File: src/rtl/uart_tx_feeder.sv
// uart_tx_feeder: byte FIFO feeding the parallel side of a UART transmitter through an
// ena/sent handshake. An unacknowledged start request is withdrawn and retried after TIMEOUT.
module uart_tx_feeder #(
    parameter int unsigned DEPTH   = 16,
    parameter int unsigned TIMEOUT = 8
) (
    input  logic                     clk,
    input  logic                     rst,
    input  logic                     wr_en,
    input  logic [7:0]               wr_data,
    output logic                     full,
    output logic                     empty,
    output logic [$clog2(DEPTH):0]   level,
    output logic                     overflow,
    output logic [7:0]               tx_data,
    output logic                     tx_ena,
    input  logic                     tx_sent
);
    localparam int unsigned AW = $clog2(DEPTH);
    localparam int unsigned LW = AW + 1;
    localparam int unsigned TW = (TIMEOUT > 1) ? $clog2(TIMEOUT) : 1;

    typedef enum logic [1:0] {StIdle, StAssert, StWaitDone, StGap} state_e;

    logic [7:0]    mem [DEPTH];
    logic [AW-1:0] wr_ptr_q, wr_ptr_d;
    logic [AW-1:0] rd_ptr_q, rd_ptr_d;
    logic [LW-1:0] level_q, level_d;
    logic          full_q, full_d;
    logic          empty_q, empty_d;
    logic          overflow_q, overflow_d;
    logic          push, pop;

    state_e        state_q, state_d;
    logic [TW-1:0] timer_q, timer_d;
    logic [7:0]    tx_data_q, tx_data_d;
    logic          tx_ena_q, tx_ena_d;

    // FIFO bookkeeping; a push while full is dropped even if a pop frees a slot this cycle.
    always_comb begin
        push       = wr_en && !full_q;
        wr_ptr_d   = wr_ptr_q;
        rd_ptr_d   = rd_ptr_q;
        level_d    = level_q;
        overflow_d = overflow_q || (wr_en && full_q);
        if (push) begin
            wr_ptr_d = wr_ptr_q + AW'(1);
        end
        if (pop) begin
            rd_ptr_d = rd_ptr_q + AW'(1);
        end
        unique case ({push, pop})
            2'b10:   level_d = level_q + LW'(1);
            2'b01:   level_d = level_q - LW'(1);
            default: level_d = level_q;
        endcase
        full_d  = (level_d == LW'(DEPTH));
        empty_d = (level_d == '0);
    end

    always_ff @(posedge clk or posedge rst) begin
        if (rst) begin
            wr_ptr_q   <= '0;
            rd_ptr_q   <= '0;
            level_q    <= '0;
            full_q     <= 1'b0;
            empty_q    <= 1'b1;
            overflow_q <= 1'b0;
        end else begin
            wr_ptr_q   <= wr_ptr_d;
            rd_ptr_q   <= rd_ptr_d;
            level_q    <= level_d;
            full_q     <= full_d;
            empty_q    <= empty_d;
            overflow_q <= overflow_d;
        end
    end

    always_ff @(posedge clk) begin
        if (push) begin
            mem[wr_ptr_q] <= wr_data;
        end
    end

    // Sequencer state register.
    always_ff @(posedge clk or posedge rst) begin
        if (rst) begin
            state_q   <= StIdle;
            timer_q   <= '0;
            tx_data_q <= 8'h00;
            tx_ena_q  <= 1'b0;
        end else begin
            state_q   <= state_d;
            timer_q   <= timer_d;
            tx_data_q <= tx_data_d;
            tx_ena_q  <= tx_ena_d;
        end
    end

    // Sequencer next state; IDLE also waits out a frame still in flight after reset.
    always_comb begin
        state_d = state_q;
        unique case (state_q)
            StIdle: begin
                if (!empty_q && tx_sent) begin
                    state_d = StAssert;
                end
            end
            StAssert: begin
                if (!tx_sent) begin
                    state_d = StWaitDone;
                end else if (timer_q == TW'(TIMEOUT - 1)) begin
                    state_d = StGap;
                end
            end
            StWaitDone: begin
                if (tx_sent) begin
                    state_d = StGap;
                end
            end
            StGap:   state_d = StIdle;
            default: state_d = StIdle;
        endcase
    end

    // Sequencer outputs; tx_data is loaded only on entry to ASSERT.
    always_comb begin
        tx_ena_d  = 1'b0;
        tx_data_d = tx_data_q;
        timer_d   = '0;
        pop       = 1'b0;
        unique case (state_q)
            StIdle: begin
                if (state_d == StAssert) begin
                    tx_ena_d  = 1'b1;
                    tx_data_d = mem[rd_ptr_q];
                end
            end
            StAssert: begin
                pop      = !tx_sent;
                tx_ena_d = (state_d == StAssert);
                timer_d  = timer_q + TW'(1);
            end
            default: ;
        endcase
    end

    assign full     = full_q;
    assign empty    = empty_q;
    assign level    = level_q;
    assign overflow = overflow_q;
    assign tx_data  = tx_data_q;
    assign tx_ena   = tx_ena_q;

endmodule

File: config.mk
export PLATFORM = sky130hd
export DESIGN_NAME = uart_tx_feeder
export DESIGN_NICKNAME = d
export VERILOG_FILES = /design/src/rtl/uart_tx_feeder.sv
export SDC_FILE = /design/constraint.sdc
export NUM_CORES = 1
export LEC_CHECK = 0
export ABC_AREA = 0
export CORE_MARGIN = 5
export CORE_UTILIZATION = 55
export CTS_BUF_LIST = sky130_fd_sc_hd__clkbuf_16
export CTS_CLUSTER_SIZE = 20
export DETAILED_ROUTE_END_ITERATION = 8
export PLACE_DENSITY = 0.73
export SKIP_CTS_REPAIR_TIMING = 1
export SLEW_MARGIN = 10
export SYNTH_ARGS = -nofsm -noshare
export SYNTH_HDL_FRONTEND = slang
export SYNTH_SLANG_ARGS = --single-unit
File: constraint.sdc
create_clock -name clk -period 3.4 [get_ports clk]
set_input_delay 0.34 -clock clk [delete_from_list [all_inputs] [get_ports clk]]
set_output_delay 0.34 -clock clk [all_outputs]
set_load 0.02 [all_outputs]
==> results.yml, run 1 <==
placed_design:
  dp_hpwl_mm: 7.77
  dpl_cell_area_sq_um: 6920
  place_congestion: 0.793
  portBuffers: 28
clocking:
  cts_max_level: 4
  cts-root-buf: "clkbuf_16"
  cts_sinks: 158
  cts_buffer_depth: 2
  cts_buffers: 17
  cts_tree: "done"
  clk_latency_ns: 0.42
  clk_pin_slew_ns: 0.06
detailed_routing:
  drc: 0
  vias: 3204
  viasPerCell: 5.87
  drtIter0Drc: 250
  wl_per_cell_microns: 22.4
  routed_wl_mm: 12.2
  first_pass_iters: 5
  ant_nets: 0
finish:
  design_area_sq_um: 7540
  post-route-util_pct: 66.0
  drive_gt1_share_pct: 22.1
  diodes: 0
  n_fill_cell: 760
  nets: 411
  area_growth_pct: 18.0
min_path:
  hold_path.class: "in2async"
grt:
  gr-usage-met3_pct: 5.67
  use_met1_pct: 26.3
  grt_usage_pct: 18.9
  grt-ovfl-total: 0
  antenna_found_initial: 0
  grt_util_met2_pct: 29.3
  grt_max_degree: 35
  grt_pass1_wl_mm: 19.8
  grt_pass1_vias: 3408
  top_usage_layer: "met2"
floorplan:
  die-area_sq_um: 13900
  die_w_microns: 118
  core_sq_um: 11400
  rows: 39
  io_pins: 29
  initial_utilization_pct: 55.9
  die_h_microns: 118
power_and_ir_drop:
  p_total_mw: 6.48
  power_density_nw_per_um2: 860
  irDropWorstVdd_mv: 0.789
  leakagePower_nw: 2.65
critical_path:
  rr_worst_depth: 11
  crit_type: "in2reg"
  cp_slowest_cell: "clkdlybuf4s50_1"
  r2r_start: "full"
  path_cells: "clkdlybuf4s50_1 -> nor2b_1 -> buf_4 -> inv_1 -> nand2_1 -> xnor2_1 -> ha_1 -> nor4b_1 -> a31oi_1 -> o32ai_1 -> xor2_1 -> nor3b_2"
  endpoint_kind: "flop"
  path_max_fanout: 9
  regToRegSetupSlack_ns: 0.95
  start_kind: "input pin"
  arrival_ns: 2.83
  cp_num_buf_inv: 3
  worstPathRequired_ns: 3.74
  critical_path.max_stage_delay_ns: 0.42
  path_delay_family: "simple AND/OR/NAND/NOR gates"
  r2r_end: "full"
  worst-path-stages: 12
logic_synthesis:
  ys_types: 40
  synth_top_family_by_area: "multiplexers"
  synth_seq_cells: 158
  synthCells: 339
  yosys.area_share.adder_pct: 1.76
  synth_xor_area_share_pct: 2.00
  synth-edff-count: 128
  yosys.area_share.simple_pct: 5.25
  syn_nets: 360
  synthMuxAreaShare_pct: 14.5
  netlist_area_sq_um: 6390
  synth_compound_area_share_pct: 2.57
  synth_flop_cell: "edfxtp_1"
  async_flop_share_pct: 19.0
  ys_warn_count: 0
  ys_seq_area_share_pct: 71.9
  avgSynthCellArea_sq_um: 18.8
run:
  drv_cap: 0
outcome:
  outcome: "completed"
sta:
  worst_slew_pin_slew_ns: 1.01
  slew_viol_final: 0
  fin_tns_setup_ns: 0
  fin_skew_ns: 0.00794
  fin_crit_sh_pct: 73.3
  finalHoldViolCount: 0
  period_minus_slack_ns: 2.49
  setup_viol: 0
  relSlewSlack_pct: 32.7
  grt_setup_unrepaired: "false"
  max_freq_ghz: 0.402
## sequential cells by signal, summed over array words and instances (netlist names)
name / flops
state_q: 2
empty: 1
timer_q: 3
rd_ptr_q: 4
tx_ena: 1
level: 5
tx_data: 8
full: 1
overflow: 1
wr_ptr_q: 4
mem: 128
## kinds of logic after synthesis
family	after synthesis
AOI/OAI and AO/OA	22
and+or+nand+nor	63
DFF	158
buffers and inverters	25
muxes	49
adders and majority gates	9
xor gates and xnor gates	13
## area by class of cell
cell class / count / area (sq um) / area share, %
timing repair buffer: 49 / 450 / 5.97
clock inverter: 15 / 194 / 2.57
inverter: 8 / 30.0 / 0.398
sequential: 158 / 4600 / 61.0
tap: 143 / 179 / 2.37
clock buffer: 17 / 425 / 5.64
multi-input combinational: 156 / 1660 / 22.1
## cell usage after synthesis, types with 4 or more instances
cell	number	area, sq um
edfxtp_1	128	3840
dfrtp_1	29	726
mux4_2	26	586
nor2_1	17	63.8
nor3_1	13	65.1
nand2_1	12	45.0
clkbuf_1	11	41.3
ha_1	9	113
mux2_2	9	101
xnor2_1	9	78.8
a221o_1	8	80.1
inv_1	8	30.0
mux2i_1	8	80.1
mux4_1	6	158
nor2b_1	6	37.5
o21ai_0	5	25.0
a21oi_1	4	20.0
## through the flow
step                hold slack (ns)  std cells  setup WS (ns)
finish                        0.342        546          0.909
global route                  0.398        546          0.794
CTS                           0.355        546          0.974
detailed placement            0.431        514          0.545
global placement              0.424        514          0.661
floorplan                     0.409        339           1.14
## where the power goes
group / switching, mW / leakage [nW] / internal (mW)
Combinational: 0.873 / 0.827 / 0.939
Sequential: 0.287 / 1.52 / 2.41
Clock: 0.742 / 0.299 / 1.23
Total: 1.90 / 2.65 / 4.58
## cell usage in the layout, fill, tap and decap left out, types with 12 or more instances in the layout
master	n
edfxtp_1	128
dfrtp_1	28
clkdlybuf4s50_1	28
mux4_2	26
buf_4	20
nor2_1	17
clkbuf_16	17
nor3_1	13
nand2_1	12
## per-layer routing
layer / part of all wire, % / routed length [microns]
met1: 44 / 5370
met2: 50 / 6060
met3: 5.2 / 638
met4: 1.3 / 162
met5: 0 / 0
## worst max-delay path by stage
| stage | from | end | slack, ns |
|---|---|---|---|
| floorplan | state_q[1] | full | 1.14 |
| global placement | wr_en | full | 0.66 |
| detailed placement | wr_en | full | 0.55 |
| CTS | wr_en | full | 0.97 |
| global route | wr_en | full | 0.79 |
| finish | wr_en | full | 0.91 |
Note: power is estimated with default switching activity, not from simulation.
==> run 2, diff against run 1 <==
- CORE_UTILIZATION: 55 -> 54
- PLACE_DENSITY: 0.73 -> 0.74
- clock period: 3.4 -> 2.25 ns (I/O delays scaled with it)
==> run 2 against run 1 <==
  * Sequential power rose by 47%
  * Clock skew rose by 0.0016 ns
  * Via count rose by 0.97%
  * Global-route usage fell by 0.76 points
  * Register-to-register slack got worse by 0.89 ns
  * Non-clock buffer count rose by 16
  * Clock power rose by 45%
  * Final cell count rose by 2.9%
  * Count of clock-buffer cells in the layout did not move
  * Power rose by 52%
  * Critical endpoint is now empty
  * Largest power group unchanged
==> results.yml, run 2 (synthesis gave the netlist of run 1 again) <==
finish:
  layout_common_cells: "edfxtp_1 (128), buf_4 (35), dfrtp_1 (28), clkdlybuf4s50_1 (28), mux4_2 (26)"
  largest_reg_flops: 128
  final_common_cell: "edfxtp_1"
  n_fill_cell: 757
  nets: 427
  area_growth_pct: 20.2
  top_register: "mem"
  drive_gt1_share_pct: 26.7
  diodes: 0
detailed_routing:
  first_pass_iters: 4
  drtIter0Drc: 356
  wl_per_cell_microns: 21.1
  vias: 3235
  ant_nets: 0
  routed_wl_mm: 11.9
  viasPerCell: 5.76
  drc: 0
power_and_ir_drop:
  p_total_mw: 9.87
  power_density_nw_per_um2: 1280
  leakagePower_nw: 2.73
  irDropWorstVdd_mv: 0.674
clocking:
  clk_latency_ns: 0.43
  clk_pin_slew_ns: 0.06
  cts_buffer_depth: 2
  cts_tree: "done"
  cts_buffers: 17
  cts_sinks: 158
  cts-root-buf: "clkbuf_16"
  cts_max_level: 4
floorplan:
  die-area_sq_um: 14100
  die_w_microns: 119
  initial_utilization_pct: 55.5
  rows: 39
  die_h_microns: 119
  core_sq_um: 11500
  io_pins: 29
grt:
  grt_pass1_vias: 3279
  use_met1_pct: 24.8
  antenna_found_initial: 0
  top_usage_layer: "met2"
  gr-usage-met3_pct: 5.44
  grt_pass1_wl_mm: 18.8
  grt_max_degree: 35
  grt-ovfl-total: 0
  grt_util_met2_pct: 27.6
  grt_usage_pct: 18.2
sta:
  fin_skew_ns: 0.00956
  slew_viol_final: 0
  grt_setup_unrepaired: "true"
  worst_slew_pin_slew_ns: 0.565
  finalHoldViolCount: 0
  relSlewSlack_pct: 62.2
  fin_ws_ns: 0.0620
  max_freq_ghz: 0.457
  fin_crit_sh_pct: 97.2
  setup_viol: 0
  period_minus_slack_ns: 2.19
critical_path:
  r2r_start: "state_q[1]"
  arrival_ns: 2.54
  crit_type: "reg2reg"
  cp_num_buf_inv: 2
  endpoint_kind: "flop"
  regToRegSetupSlack_ns: 0.06
  cpMostUsedCell: "buf_4"
  crit_start: "state_q[1]"
  worstPathRequired_ns: 2.61
  path_max_fanout: 3
  cp_slowest_cell: "dfrtp_1"
  start_kind: "flop"
  path_cells: "nor3b_4 -> nand2_1 -> xnor2_1 -> ha_2 -> buf_4 -> and4b_1 -> o21ai_1 -> o32ai_2 -> xor2_1 -> buf_4 -> nor3_2"
  path_delay_family: "simple AND/OR/NAND/NOR gates"
  critical_path.max_stage_delay_ns: 0.42
placed_design:
  portBuffers: 28
  place_congestion: 0.786
  pre_cts_ws_ns: -0.326
  dp_hpwl_mm: 7.63
outcome:
  outcome: "completed"
run:
  drv_cap: 0
min_path:
  hold_path.class: "in2async"
run 2: area by class of cell:
cell class                 instances  area (sq um)  area share, %
clock buffer                      17           425           5.54
clock inverter                    15           173           2.25
inverter                           8          30.0          0.391
multi-input combinational        156          1690           22.0
sequential                       158          4600           59.9
tap                              143           179           2.33
timing repair buffer              65           583           7.59
run 2: worst min-delay path: stages:
cell and delay [ns]:
clkdlybuf4s50_1 0.40, inv_1 0.05, buf_4 0.36
run 2: final timing paths:
| check | end | depth (start not counted) |
|---|---|---|
| worst min register to register | timer_q[0] | 1 |
| worst max-delay path | empty | 11 |
| max in group asynchronous | empty | 3 |
| worst max register to register | empty | 11 |
| worst min-delay path | timer_q[1] | 3 |
| min in group clk | overflow | 2 |
run 2: power breakdown:
group,leakage [nW],internal [mW],switching (mW)
Clock,0.290,1.74,1.12
Sequential,1.52,3.65,0.335
Combinational,0.912,1.57,1.46
run 2: per-layer routing:
layer | share of wire (%) | wire (microns)
met3 | 7.1 | 837
met2 | 48 | 5750
met4 | 1.9 | 224
met1 | 43 | 5060
met5 | 0 | 0
run 2: stage by stage:
step	TNS (ns)	util, %	cells	instance area (sq um)	hold WS, ns
after detailed placement	-0.776	61.0	527	7030	0.427
after global routing	-0.196	66.7	562	7680	0.218
after floorplan	-0.0110	-	339	6390	0.315
after global placement	-0.349	61.0	527	7030	0.428
final	0	66.7	562	7680	0.188
after CTS	-0.0596	66.2	559	7630	0.197
